==> config.mk <==
export PLATFORM = sky130hd
export DESIGN_NAME = arb_mux
export DESIGN_NICKNAME = d
export VERILOG_FILES = /design/src/rtl/arb_pkg.sv /design/src/rtl/rr_pick.sv /design/src/rtl/arb_mux.sv
export SDC_FILE = /design/constraint.sdc
export NUM_CORES = 1
export LEC_CHECK = 0
export ABC_AREA = 1
export ABC_CLOCK_PERIOD_IN_PS = 5500
export CAP_MARGIN = 20
export CORE_ASPECT_RATIO = 1.4
export CORE_MARGIN = 2
export CORE_UTILIZATION = 38
export DETAILED_ROUTE_END_ITERATION = 8
export GPL_TIMING_DRIVEN = 0
export PLACE_DENSITY_LB_ADDON = 0.08
export RECOVER_POWER = 25
export SYNTH_ARGS = -nofsm -noshare
export SYNTH_HDL_FRONTEND = slang
export SYNTH_SLANG_ARGS = --single-unit
==> constraint.sdc <==
create_clock -name clk -period 5.5 [get_ports clk]
set_clock_uncertainty 0.15 [all_clocks]
set_input_delay 1.65 -clock clk [delete_from_list [all_inputs] [get_ports clk]]
set_output_delay 1.65 -clock clk [all_outputs]
set_load 0.005 [all_outputs]
==> src/rtl/arb_pkg.sv <==
`default_nettype none
// ============================================================================
// arb_pkg : shared constants, buffer-state encoding and clog2 helper
// Rev 1.0
// ============================================================================
package arb_pkg;

    localparam int MODE_FIXED = 0;
    localparam int MODE_RR    = 1;

    typedef enum logic [0:0] {
        BUF_EMPTY = 1'b0,
        BUF_FULL  = 1'b1
    } buf_state_t;

    function automatic int clog2(input int n);
        int r;
        r = 0;
        while ((1 << r) < n) begin
            r = r + 1;
        end
        return r;
    endfunction

endpackage : arb_pkg
`default_nettype wire

==> src/rtl/rr_pick.sv <==
`default_nettype none
// ============================================================================
// rr_pick : rotating priority picker (rotate, lowest-index encode, rotate back)
// Rev 1.0
// ============================================================================
module rr_pick
    import arb_pkg::*;
#(
    parameter  int CHANNELS = 4,
    localparam int SELW     = clog2(CHANNELS)
) (
    input  logic [CHANNELS-1:0] req,
    input  logic [SELW-1:0]     start,
    input  logic                mode,
    output logic [CHANNELS-1:0] grant,
    output logic [SELW-1:0]     idx
);

    logic [SELW-1:0]     w_start;
    logic [CHANNELS-1:0] w_rot;
    logic [SELW-1:0]     w_pos;
    logic                w_hit;

    // start + offset never reaches 2*CHANNELS, so one conditional subtract wraps it
    function automatic int wrap_idx(input int k);
        return (k >= CHANNELS) ? (k - CHANNELS) : k;
    endfunction

    always_comb begin
        w_start = mode ? start : '0;
        w_rot   = '0;
        for (int j = 0; j < CHANNELS; j++) begin
            w_rot[j] = req[wrap_idx(int'(w_start) + j)];
        end
    end

    always_comb begin
        w_pos = '0;
        w_hit = 1'b0;
        for (int j = CHANNELS - 1; j >= 0; j--) begin
            if (w_rot[j]) begin
                w_hit = 1'b1;
                w_pos = SELW'(j);
            end
        end
    end

    always_comb begin
        idx   = SELW'(wrap_idx(int'(w_start) + int'(w_pos)));
        grant = '0;
        if (w_hit) begin
            grant[idx] = 1'b1;
        end
    end

endmodule : rr_pick
`default_nettype wire

==> src/rtl/arb_mux.sv <==
`default_nettype none
// ============================================================================
// arb_mux : N-channel arbitrating mux with a one-entry valid/ready output buffer
// Rev 1.0
// ============================================================================
module arb_mux
    import arb_pkg::*;
#(
    parameter  int WIDTH    = 32,
    parameter  int CHANNELS = 4,
    parameter  int MODE     = 1,
    localparam int SELW     = clog2(CHANNELS)
) (
    input  logic                      clk,
    input  logic                      reset,
    input  logic [CHANNELS-1:0]       in_valid,
    input  logic [CHANNELS*WIDTH-1:0] in_data,
    output logic [CHANNELS-1:0]       in_ready,
    input  logic                      flush,
    output logic                      out_valid,
    output logic [WIDTH-1:0]          out_data,
    output logic [SELW-1:0]           out_chan,
    input  logic                      out_ready
);

    localparam logic            C_MODE_RR  = (MODE == MODE_RR);
    localparam logic [SELW-1:0] C_PTR_LAST = SELW'(CHANNELS - 1);

    buf_state_t          r_state;
    buf_state_t          w_state_nxt;
    logic [WIDTH-1:0]    r_data;
    logic [SELW-1:0]     r_chan;
    logic [SELW-1:0]     r_ptr;

    logic [SELW-1:0]     w_start;
    logic [CHANNELS-1:0] w_grant;
    logic [SELW-1:0]     w_idx;
    logic                w_can_load;
    logic                w_xfer;

    assign w_start = (r_ptr == C_PTR_LAST) ? '0 : (r_ptr + SELW'(1));

    rr_pick #(
        .CHANNELS (CHANNELS)
    ) u_pick (
        .req   (in_valid),
        .start (w_start),
        .mode  (C_MODE_RR),
        .grant (w_grant),
        .idx   (w_idx)
    );

    // reset gates in_ready so nothing looks accepted while the block is held in reset
    assign w_can_load = reset && !flush && ((r_state == BUF_EMPTY) || out_ready);
    assign in_ready   = w_can_load ? w_grant : '0;
    assign w_xfer     = |(in_valid & in_ready);

    always_comb begin
        w_state_nxt = r_state;
        if (flush) begin
            w_state_nxt = BUF_EMPTY;
        end else if (w_xfer) begin
            w_state_nxt = BUF_FULL;
        end else if ((r_state == BUF_FULL) && out_ready) begin
            w_state_nxt = BUF_EMPTY;
        end
    end

    always_ff @(posedge clk or negedge reset) begin
        if (!reset) begin
            r_state <= BUF_EMPTY;
        end else begin
            r_state <= w_state_nxt;
        end
    end

    // pointer only follows taken grants; flush never coincides with a transfer
    always_ff @(posedge clk or negedge reset) begin
        if (!reset) begin
            r_data <= '0;
            r_chan <= '0;
            r_ptr  <= C_PTR_LAST;
        end else if (w_xfer) begin
            r_data <= in_data[int'(w_idx)*WIDTH +: WIDTH];
            r_chan <= w_idx;
            r_ptr  <= w_idx;
        end
    end

    assign out_valid = (r_state == BUF_FULL);
    assign out_data  = r_data;
    assign out_chan  = r_chan;

endmodule : arb_mux
`default_nettype wire

Yosys cells after proc, flatten, opt, wreduce, memory -nomap -nowiden
Cells that the tools add are included.
{ "classes": {"bitwise_logic": 2, "order_cmp": 11, "eq_ne": 1, "addsub": 10, "mux": 33, "reduce_logical": 8, "shift": 1} }
{ "ops": {"columns": ["operator", "count"], "rows": [
  ["less-than comparator 32 x 4 -> 1 bit, second input constant", 4],
  ["2-to-1 mux 32 bit", 4],
  ["variable part select 128 x 8 -> 32 bit", 1],
  [">= comparator 32 x 4 -> 1 bit, second input constant", 3],
  ["subtractor 32 x 4 -> 32 bit, second input constant", 3],
  ["2-to-1 mux 1 bit", 16],
  ["2-to-1 mux 2 bit", 6],
  ["binary-select mux 1 bit (select 2 bit)", 4],
  ["2-to-1 mux 4 bit", 2],
  ["adder 2 x 2 -> 3 bit, second input constant", 2],
  ["bitwise AND 4 bit", 1],
  ["logical AND 1 bit", 4],
  ["OR reduction 4 bit", 1],
  ["subtractor 2 x 3 -> 4 bit, second input constant", 1],
  ["adder 2 x 1 -> 3 bit, second input constant", 1],
  ["adder 2 x 2 -> 3 bit", 1],
  [">= comparator 2 x 3 -> 1 bit, second input constant", 1],
  [">= comparator 3 bit, second input constant", 1],
  ["less-than comparator 2 x 3 -> 1 bit, second input constant", 1],
  ["nonzero test 3 bit", 1],
  ["adder 2 x 1 -> 2 bit, second input constant", 1],
  ["demux 1 bit (select 2 bit)", 1],
  ["== test 2 bit, second input constant", 1],
  [">= comparator 2 x 1 -> 1 bit, second input constant", 1],
  ["other kinds (4)", 4]
]} }
{ "totals": {"elab_cells": 70, "in_bits": 136, "register_bits": 37, "out_inout_bits": 39} }

Longest topological paths before layout
{ "depth": {"ltp_word": 25, "depth_mapped": 24, "mapped_depth_nobuf": 23} }

Cells and area by module
Synthesis repeated with hierarchy kept, for this count alone.
{ "hier_totals": {"hier_cells": 443, "hier_area_um2": 2850.2} }
{ "modules_own_cells": {"columns": ["mod", "cells_per_inst", "seq_area_each_um2", "n_inst", "area_each_um2"], "rows": [
  ["arb_mux", 360, 928.4, 1, 2448.6],
  ["rr_pick", 83, 0.0, 1, 401.6]
]} }

Worst setup path before layout
OpenSTA, ideal clock, no wires.
{ "synth_timing": {"path_kind": "input to output", "startpoint": "input port in_valid[1]", "endpoint": "output port in_ready[0]", "path_buffers": 2, "t_required_ps": 3700, "setup_slack_ps": 512, "path_stages": 16, "t_arrival_ps": 3188, "path_cell_list": "o21ai_0 > nand2_1 > nand2_1 > nand2_1 > inv_1 > nand2_1 > nand2_1 > inv_1 > ha_1 > xor2_1 > inv_1 > nand3_2 > nand2_4 > buf_4 > clkbuf_1 > nor2_1"} }
{ "synth_between": {"elab_chain_cells": 16, "word_cells_on_any_way": 31, "cone_classes": "add/sub (2); order compare (3); mux (25); reduce/logical (1)"} }
{ "synth_lines": {"columns": ["item", "line_no", "text"], "rows": [
  ["start, declared", "arb_mux.sv:16", "input logic [CHANNELS-1:0] in_valid,"],
  ["binary-select mux 1 bit (select 2 bit)", "rr_pick.sv:33", "w_rot[j] = req[wrap_idx(int'(w_start) + j)];"],
  ["2-to-1 mux 1 bit (implied by the code) (2 in series)", "rr_pick.sv:33", null],
  ["2-to-1 mux 2 bit (4 in series)", "rr_pick.sv:41", "if (w_rot[j]) begin"],
  ["adder 2 x 2 -> 3 bit", "rr_pick.sv:49", "idx = SELW'(wrap_idx(int'(w_start) + int'(w_pos)));"],
  [">= comparator 3 bit or subtractor 2 x 1 -> 2 bit (tied branches)", "rr_pick.sv:26", "return (k >= CHANNELS) ? (k - CHANNELS) : k;"],
  ["2-to-1 mux 2 bit", "rr_pick.sv:26", null],
  ["less-than comparator 2 x 3 -> 1 bit (implied by the code) or >= comparator 2 x 1 -> 1 bit (tied branches)", "rr_pick.sv:52", "grant[idx] = 1'b1;"],
  ["logical AND 1 bit (implied by the code)", "rr_pick.sv:52", null],
  ["2-to-1 mux 1 bit (implied by the code)", "rr_pick.sv:52", null],
  ["demux 1 bit (select 2 bit)", null, null],
  ["2-to-1 mux 4 bit *", "rr_pick.sv:51", "if (w_hit) begin"],
  ["2-to-1 mux 4 bit *", "arb_mux.sv:55", "assign in_ready = w_can_load ? w_grant : '0;"],
  ["end, declared", "arb_mux.sv:18", "output logic [CHANNELS-1:0] in_ready,"]
]} }
Mark *: on every way between the ends. The rest lies on a longest branch, timed or not. The select of a mux whose other input is x is not followed.

Worst setup path in the final report
{ "layout_timing": {"startpoint": "input port in_valid[3]", "endpoint": "output port in_ready[0]"} }
The elaborated chain is that of the path after synthesis.

==> results by group <==
Worst setup path
  – Data required time of the worst path: 3700 ps
  – CP startpoint: in_valid[3]
  – Critical Path Source Type: input pin
  – WS Path Type: in2out
  – CP Capture Type: output pin
  – Reg2reg start: r_ptr[0]$_DFFE_PN1P_
  – Worst path arrival time: 3500 ps
  – Reg2reg path depth: 21
  – Peak fanout along the critical path: 4
  – Reg-to-reg endpoint: out_data[17]$_DFFE_PN0P_
  – Setup crit end: in_ready[0]
  – Flop2flop setup slack: 1860 ps

STA
  – Slew HR: 0.634
  – Pins Over Slew Limit: 0
  – Worst-margin pin slew: 550 ps
  – Period utilization: 0.964
  – # setup viols final: 0
  – RSZ-0062 raised after global routing: false
  – Final WS setup: 200 ps
  – Fin Hold WS: 326 ps
  – Fmax: 189 MHz
  – Crit path time final: 5300 ps
  – Hold Vio Cnt, Final: 0

Detailed routing
  – Routed vias/inst: approximately 4.7
  – Iter 0 DRT Violations: approximately 150
  – Remaining antenna violation count after routing: 0
  – Vias: 3635
  – Post-Route WL: ~10000 um
  – Drt wl/cell: 12.8 um
  – Drc violations: 0
  – Drt first pass iters: 4

Global route
  – Grt ovf: 0
  – First-pass GRT wire length: 15800 um
  – Largest net degree at the start of global routing: 39
  – Initial antenna violation count: 0
  – Total GRT Usage: 0.238
  – Vias in the first global route: 3416

Logic synthesis
  – FF+latch count, synth: 37
  – Synth Cell Area: 2880 um^2
  – Synth Net Count: 629
  – Post-Synthesis Cells: between 400 and 500
  – Library cells used by synthesis: 24
  – Mapped Avg Cell Area: 5.86 um^2
  – Post-synthesis sequential area ratio: 0.323
  – YS warnings: 0

Finish
  – Share of cells above drive strength 1: 0.0814
  – Antenna diode count: 0
  – Final instance area: ~4900 um^2
  – Area growth syn-to-layout: 68.9%
  – Most common cell after layout, fill and taps aside: nand2_1
  – Fill count: 682
  – Final #Nets: just over 800
  – Most frequent cells in the layout: nand2_1, clkdlybuf4s50_1, nor2_1, dfrtp_1, a31oi_1
  – Post-Route Utilization: 0.660

Floorplanning
  – DIE WIDTH: 77.5 um
  – Total I/O pin count: between 150 and 200
  – Die H: between 100 and 150 um
  – Core area: 7360 um^2
  – DIE AREA: 8290 um^2
  – Row count: 37
  – Starting density of the core: 0.391

Placed design
  – Port bufs: roughly 170
  – DP HPWL: 7600 um
  – Cell Area, Placed: 4730 um^2
  – GP Congestion: 0.872
  – Placement Setup Slack: -868 ps

CTS
  – Reg clk slew, reported paths: 70 ps
  – CTS tree: yes
  – Clk_lat worst skew: 280 ps
  – TritonCTS Buffers: 5
  – H-tree Lvls: 2
  – Root Buffer: clkbuf_8
  – CTS Sinks: 37
  – CTS max path bufs: 2

Run status
  – Status: completed

Min path
  – Hold crit path type: reg2reg

Flow run
  – Max-Cap Viols: 0
-- repair_timing --
item,4_1_cts,5_1_grt
buffers inserted,4,0
hold buffers,0,0
hold endpoints to repair,0,0
pin swaps,2,0
setup endpoints to repair,4,4
resized for setup,13,11
-- worst min-delay path by stage --
stage | from | end | depth (start not counted)
finish | r_ptr[1]$_DFFE_PN1P_ | r_ptr[1]$_DFFE_PN1P_ | 2
global route | out_data[2]$_DFFE_PN0P_ | out_data[2]$_DFFE_PN0P_ | 2
CTS | r_ptr[1]$_DFFE_PN1P_ | r_ptr[1]$_DFFE_PN1P_ | 2
detailed placement | out_data[1]$_DFFE_PN0P_ | out_data[1]$_DFFE_PN0P_ | 2
global placement | out_chan[1]$_DFFE_PN0P_ | out_chan[1]$_DFFE_PN0P_ | 2
floorplan | r_ptr[1]$_DFFE_PN1P_ | r_ptr[1]$_DFFE_PN1P_ | 2
-- cells by family after synthesis --
kind of cell               count (synthesis)  share of synthesized area
xor gates and xnor gates                   1                    0.00305
AOI/OAI and AO/OA                         35                     0.0757
DFF                                       37                      0.323
buffers and inverters                     48                     0.0735
adders and majority gates                  2                    0.00870
and+or+nand+nor                          368                      0.516
-- final cells by class --
class | count | area, um^2 | area share
sequential | 37 | 928 | 0.191
clock inverter | 3 | 17.5 | 0.00361
inverter | 21 | 78.8 | 0.0162
tap | 97 | 121 | 0.0250
clock buffer | 5 | 68.8 | 0.0142
timing repair buffer | 178 | 1750 | 0.360
buffer | 26 | 141 | 0.0291
multi-input combinational | 406 | 1750 | 0.360
-- metrics by stage --
stage / setup TNS, ps / cells
floorplan: 0 / 491
global placement: -4110 / 762
detailed placement: -2400 / 762
CTS: 0 / 773
global route: 0 / 773
finish: 0 / 773
-- routing by layer --
layer / part of all wire / vias to the layer above / GRT usage
met5: 0 / - / 0
li1: - / 1879 / -
met1: 0.39 / 1601 / 0.281
met4: 0.019 / 0 / 0.0714
met2: 0.52 / 140 / 0.435
met3: 0.073 / 15 / 0.0438
-- synthesized netlist by cell type --
library cell	instances	area share
clkbuf_1	18	0.023
buf_1	1	0.0013
dfstp_2	2	0.018
o31ai_1	1	0.0026
nand2_2	13	0.028
nand4_2	2	0.0087
nor2_1	38	0.050
nor2_4	1	0.0039
inv_2	4	0.0052
xor2_1	1	0.0030
inv_1	17	0.022
buf_6	1	0.0039
buf_2	1	0.0017
nor2_2	1	0.0022
dfrtp_1	35	0.30
nor2_8	1	0.0070
nand2_1	304	0.40
a31oi_1	32	0.070
nand2_4	1	0.0039
nand3_1	5	0.0087
ha_1	2	0.0087
o21ai_0	2	0.0035
nand3_2	2	0.0070
buf_4	6	0.016
-- flip-flops by register name, indices dropped and copies added, names as in the netlist --
signal	flops
out_valid	1
out_chan	2
r_ptr	2
out_data	32
-- worst max-delay path, cell delays in order --
cell and delay (ps):
dlygate4sd2_1 270, inv_1 80, nand2_1 70, nand2_1 80, nand2_1 60, nand2_2 60, nand2_1 50, nand2_1 70
nand2_1 60, inv_1 50, ha_2 180, xor2_2 140, inv_1 60, nand3_2 80, nand2_4 80, buf_12 130
buf_4 130, nor2_2 90, buf_2 110
Power is not shown: default switching activity piles up to over one toggle a cycle in this logic, so the estimate is an artifact.
